## src/rtl/serlink_pkg.sv

```systemverilog
// Shared types and constants for the serial-link frame arbiter.
package serlink_pkg;

  localparam int          LEN_W       = 4;
  localparam int          N_REQ       = 2;
  localparam logic [3:0]  HDR_DEFAULT = 4'b1011;

  typedef enum logic [2:0] {
    S_IDLE,
    S_HDR,
    S_CNT,
    S_DATA,
    S_PAR,
    S_GAP
  } state_t;

endpackage

```

## src/rtl/serlink_rr_arb.sv

```systemverilog
// Two-way round-robin picker: registered fairness pointer, combinational one-hot pick.
module serlink_rr_arb
  import serlink_pkg::*;
(
  input  logic             clk,
  input  logic             rst,
  input  logic [N_REQ-1:0] req,
  input  logic             complete,
  input  logic             owner,
  output logic [N_REQ-1:0] pick
);

  // ptr == 0 favors requester 0, ptr == 1 favors requester 1.
  logic ptr;

  always_ff @(posedge clk or negedge rst) begin
    if (!rst) begin
      ptr <= 1'b0;
    end else if (complete) begin
      ptr <= ~owner;
    end
  end

  always_comb begin
    // NOTE: default assignment before the case keeps this purely combinational (no latch).
    pick = '0;
    unique case (req)
      2'b01:   pick = 2'b01;
      2'b10:   pick = 2'b10;
      2'b11:   pick = ptr ? 2'b10 : 2'b01;
      default: pick = '0;
    endcase
  end

endmodule

```

## src/rtl/serlink_frame_arb.sv

```systemverilog
// Round-robin serial-link frame sequencer: header, 4-bit count, LSB-first payload, gap bit.
// Optional feature macro SERLINK_PARITY_EN adds an even-parity bit after the payload.
module serlink_frame_arb
  import serlink_pkg::*;
#(
  parameter logic [3:0] HDR = HDR_DEFAULT,
  parameter int         DW  = 16
) (
  input  logic             clk,
  input  logic             rst,
  input  logic             bit_en,
  input  logic [N_REQ-1:0] req,
  input  logic [LEN_W-1:0] len0,
  input  logic [LEN_W-1:0] len1,
  input  logic [DW-1:0]    data0,
  input  logic [DW-1:0]    data1,
  output logic [N_REQ-1:0] gnt,
  output logic [N_REQ-1:0] done,
  output logic             SerOut,
  output logic             SerOutValid,
  output logic [LEN_W-1:0] remaining
);

  state_t             state;
  logic [1:0]         idx;
  logic [LEN_W-1:0]   len_q;
  logic [DW-1:0]      shreg;
  logic [N_REQ-1:0]   pick;
  logic               frame_end;
`ifdef SERLINK_PARITY_EN
  logic               par_q;
`endif

  serlink_rr_arb u_arb (
    .clk      (clk),
    .rst      (rst),
    .req      (req),
    .complete (frame_end),
    .owner    (gnt[1]),
    .pick     (pick)
  );

  // The tick that retires the last frame bit: it launches the gap bit and pulses done.
`ifdef SERLINK_PARITY_EN
  assign frame_end = bit_en && (state == S_PAR);
`else
  assign frame_end = bit_en && (state == S_DATA) && (remaining == '0);
`endif

  // State names what is currently on the line; idx is the bit index within HDR/CNT.
  always_ff @(posedge clk or negedge rst) begin
    if (!rst) begin
      state       <= S_IDLE;
      idx         <= '0;
      len_q       <= '0;
      // NOTE: the payload register is reset too, so an abandoned frame leaves nothing behind.
      shreg       <= '0;
      gnt         <= '0;
      done        <= '0;
      SerOut      <= 1'b0;
      SerOutValid <= 1'b0;
      remaining   <= '0;
`ifdef SERLINK_PARITY_EN
      par_q       <= 1'b0;
`endif
    end else begin
      // NOTE: non-blocking assignments throughout; a later assignment overrides this default.
      done <= '0;
      if (frame_end) begin
        SerOut      <= 1'b0;
        SerOutValid <= 1'b0;
        gnt         <= '0;
        done        <= gnt;
        state       <= S_GAP;
      end else if (bit_en) begin
        case (state)
          S_IDLE, S_GAP: begin
            if (|pick) begin
              gnt    <= pick;
              len_q  <= pick[0] ? len0 : len1;
              shreg  <= pick[0] ? data0 : data1;
              SerOut <= HDR[3];
              idx    <= 2'd3;
              state  <= S_HDR;
            end else begin
              SerOut <= 1'b0;
              state  <= S_IDLE;
            end
          end
          S_HDR: begin
            if (idx == 2'd0) begin
              SerOut <= len_q[3];
              idx    <= 2'd3;
              state  <= S_CNT;
            end else begin
              SerOut <= HDR[idx - 2'd1];
              idx    <= idx - 2'd1;
            end
          end
          S_CNT: begin
            if (idx == 2'd0) begin
              SerOut      <= shreg[0];
              shreg       <= shreg >> 1;
              SerOutValid <= 1'b1;
              remaining   <= len_q;
              state       <= S_DATA;
`ifdef SERLINK_PARITY_EN
              par_q       <= shreg[0];
`endif
            end else begin
              SerOut <= len_q[idx - 2'd1];
              idx    <= idx - 2'd1;
            end
          end
          S_DATA: begin
`ifdef SERLINK_PARITY_EN
            if (remaining == '0) begin
              SerOut      <= par_q;
              SerOutValid <= 1'b0;
              state       <= S_PAR;
            end else
`endif
            begin
              SerOut    <= shreg[0];
              shreg     <= shreg >> 1;
              remaining <= remaining - LEN_W'(1);
`ifdef SERLINK_PARITY_EN
              par_q     <= par_q ^ shreg[0];
`endif
            end
          end
          default: state <= S_IDLE;
        endcase
      end
    end
  end

endmodule

```

## config.mk

```make
export PLATFORM = sky130hd
export DESIGN_NAME = serlink_frame_arb
export DESIGN_NICKNAME = d
export VERILOG_FILES = /design/src/rtl/serlink_pkg.sv /design/src/rtl/serlink_rr_arb.sv /design/src/rtl/serlink_frame_arb.sv
export SDC_FILE = /design/constraint.sdc
export NUM_CORES = 1
export LEC_CHECK = 0
export CAP_MARGIN = 10
export CORE_ASPECT_RATIO = 0.75
export CORE_MARGIN = 2
export CORE_UTILIZATION = 49
export DETAILED_ROUTE_END_ITERATION = 7
export PLACE_DENSITY_LB_ADDON = 0.15
export SYNTH_ARGS = -nofsm -noshare
export SYNTH_HDL_FRONTEND = slang
export SYNTH_SLANG_ARGS = --single-unit
```

## constraint.sdc

```tcl
create_clock -name clk -period 4.3 [get_ports clk]
set_input_delay 0.86 -clock clk [delete_from_list [all_inputs] [get_ports clk]]
set_output_delay 0.86 -clock clk [all_outputs]
set_load 0.03 [all_outputs]
```

==> out/qor.csv <==
metric,value,unit
status,"finished, final reports clean",
post-synthesis sequential area ratio,0.3937,
clk sinks,36,
GR Util met2,0.2974,
area of the core,4467,um^2
busiest grt layer,met2,
YS warnings,0,
cell row count,21,
post-synth net total,278,
clk buf depth,2,
Final Hold Vio Count,0,
post-CTS sizing,0,
Num CTS Buffers,5,
Worst Tran Pin Value,1.044,ns
"EDFF count, synth",0,
Root Driver,clkbuf_8,
H-tree Lvls,2,
initial antenna violation count,0,
Setup TNS,0,ns
critical path class,input pin to flip-flop,
DR vias/cell,5.555,
peak fanout along the critical path,16,
critical path arrival,2.84,ns
overall power,1.832,mW
drt total wl,4844,um
CTS Hold Bufs,0,
Port Buf Inserts,54,
largest net degree at the start of global routing,37,
CP Capture Type,flip-flop,
"Reg clk slew, reported paths",0.07,ns
most numerous cell in the Yosys netlist,dfrtp_1,
die area,5239,um^2
post-DR wirelength/cell,14.46,um
HP Class,flip-flop to flip-flop,
post-route ant nets,0,
Fillers,365,
PD cells,624.2,nW/um^2
Hold WS,0.4966,ns
Synth Register Bits,36,
Area contributors post-synth,"dfrtp_1, mux2i_1, o21ai_0, mux2_4, nand2_1",
ratio of cells with drive above 1 in the final layout,0.1403,
starting density of the core,0.5123,
global route overflow,0,
max_slew headroom,0.3008,
"Setup Fix Bufs, Post-CTS",0,
1st-iter DRT viols,162,
GR Layer Usage met1,0.2918,
Mapped Avg Cell Area,9.993,um^2
Post-synth top cells,"dfrtp_1, nand2_1, o21ai_0",
Main synth FF type,dfrtp_1,
ys async rst share,1.000,
Final Wtd Congestion,0.8750,
detailed placement HPWL,3468,um
vias in the first global route,1772,
Tot GR Track Use,0.1988,
fin crit share,0.6188,
largest vdd supply drop,344.5,uV
top-area cell type share of the netlist area,0.3937,
Synth Instances,229,
MaxCap Viol Count,0,
Pre-antenna DRT Iters,4,
Area Overhead vs Synth,28.21,%
RSZ-0062 raised after global routing,no,
synth unique cells,48,
chip width,82.91,um
leakage,1.229,nW
worst path required time,4.48,ns
global-route wire length before repair,8466,um
vias,1861,
"Cell Area, Synth",2288,um^2
CTS tree,yes,
Ports,55,
GRT met3 Usage,0.04718,
Achievable Freq,375.8,MHz
DRC viols,0,
Clock Skews,0.003231,ns
largest area contributor in the netlist,dfrtp_1,
antenna cells,0,
Period minus WS final,2.661,ns
final setup fails,0,
Die Y,63.19,um
Skew-Pair Late Insertion Delay,0.29,ns
Layout Nets,326,
"Slew Viols, Final",0,
CP Launch Type,input pin,
==> power breakdown <==
group | internal (mW) | leakage (nW) | switching [mW] | total, mW
logic | 0.459 | 0.747 | 0.430 | 0.889
clock network | 0.172 | 0.0541 | 0.125 | 0.297
registers | 0.494 | 0.428 | 0.153 | 0.646
==> per-stage QoR <==
step / util / instances / area [um^2] / setup WS, ns
floorplan: - / 229 / 2288 / 2.185
global placement: 0.6319 / 327 / 2823 / 1.409
detailed placement: 0.6319 / 327 / 2823 / 1.335
CTS: 0.6569 / 335 / 2934 / 1.637
global route: 0.6569 / 335 / 2934 / 1.542
finish: 0.6569 / 335 / 2934 / 1.639
==> path summary, 6_finish.rpt <==
check	start	to	slack, ns	cells past startpoint
max reg2reg	idx[0]	shreg[9]	1.76	6
max in group asynchronous	rst	SerOut	3.01	2
min reg2reg	SerOut	SerOut	0.50	2
max	bit_en	shreg[9]	1.64	4
min in group asynchronous	rst	remaining[1]	0.97	2
min	SerOut	SerOut	0.50	2
==> cells by family after synthesis <==
group | synth area share
buf+inv | 0.05960
mux | 0.1974
flops | 0.3937
fa+ha+maj | 0.02187
compound gates | 0.1575
xor+xnor | 0.007656
simple gates | 0.1624
==> sequential cells by signal (all words and copies together), names as in the netlist <==
register / cells
SerOutValid: 1
shreg: 16
u_arb.ptr: 1
remaining: 4
idx: 2
gnt: 2
len_q: 4
done: 2
state: 3
SerOut: 1
==> layout make-up <==
type                            instances  area, um^2  share of cell area
Tap cell                               57       71.32             0.02431
Timing Repair Buffer                   57       563.0              0.1919
Inverter                                8       30.03             0.01023
Clock inverter                          3       42.54             0.01450
Multi-Input combinational cell        169        1257              0.4286
Clock buffer                            5       68.82             0.02345
Sequential cell                        36       900.9              0.3070
==> per-layer routing <==
metal | vias up | routed length, um
met5 | - | 0
li1 | 911 | -
met2 | 57 | 2140
met1 | 888 | 2376
met3 | 5 | 283
met4 | 0 | 44
==> layout by cell type (no fill, tap or decap), types with 2 or more instances in the layout <==
cell type / Yosys / routed
a21oi_1: 4 / 4
a221oi_1: 2 / 2
a22o_1: 2 / 2
and2_1: 2 / 2
buf_4: 3 / 3
clkbuf_8: 0 / 5
clkdlybuf4s50_1: 0 / 54
dfrtp_1: 36 / 36
ha_1: 4 / 4
inv_1: 8 / 8
mux2_2: 7 / 7
mux2_4: 10 / 10
mux2i_1: 20 / 20
nand2_1: 32 / 32
nand2b_1: 3 / 3
nand3_1: 6 / 6
nor2_1: 10 / 10
nor2b_1: 3 / 2
nor3_1: 2 / 2
o211ai_1: 3 / 3
o21ai_0: 32 / 32
o41ai_1: 2 / 2
xor2_1: 2 / 2
==> critical path: stages <==
cell             delay (ns)
clkdlybuf4s50_1        0.75
o41ai_4                0.20
a31oi_4                0.61
mux2_2                 0.41
(Power assumes the default switching activity.)
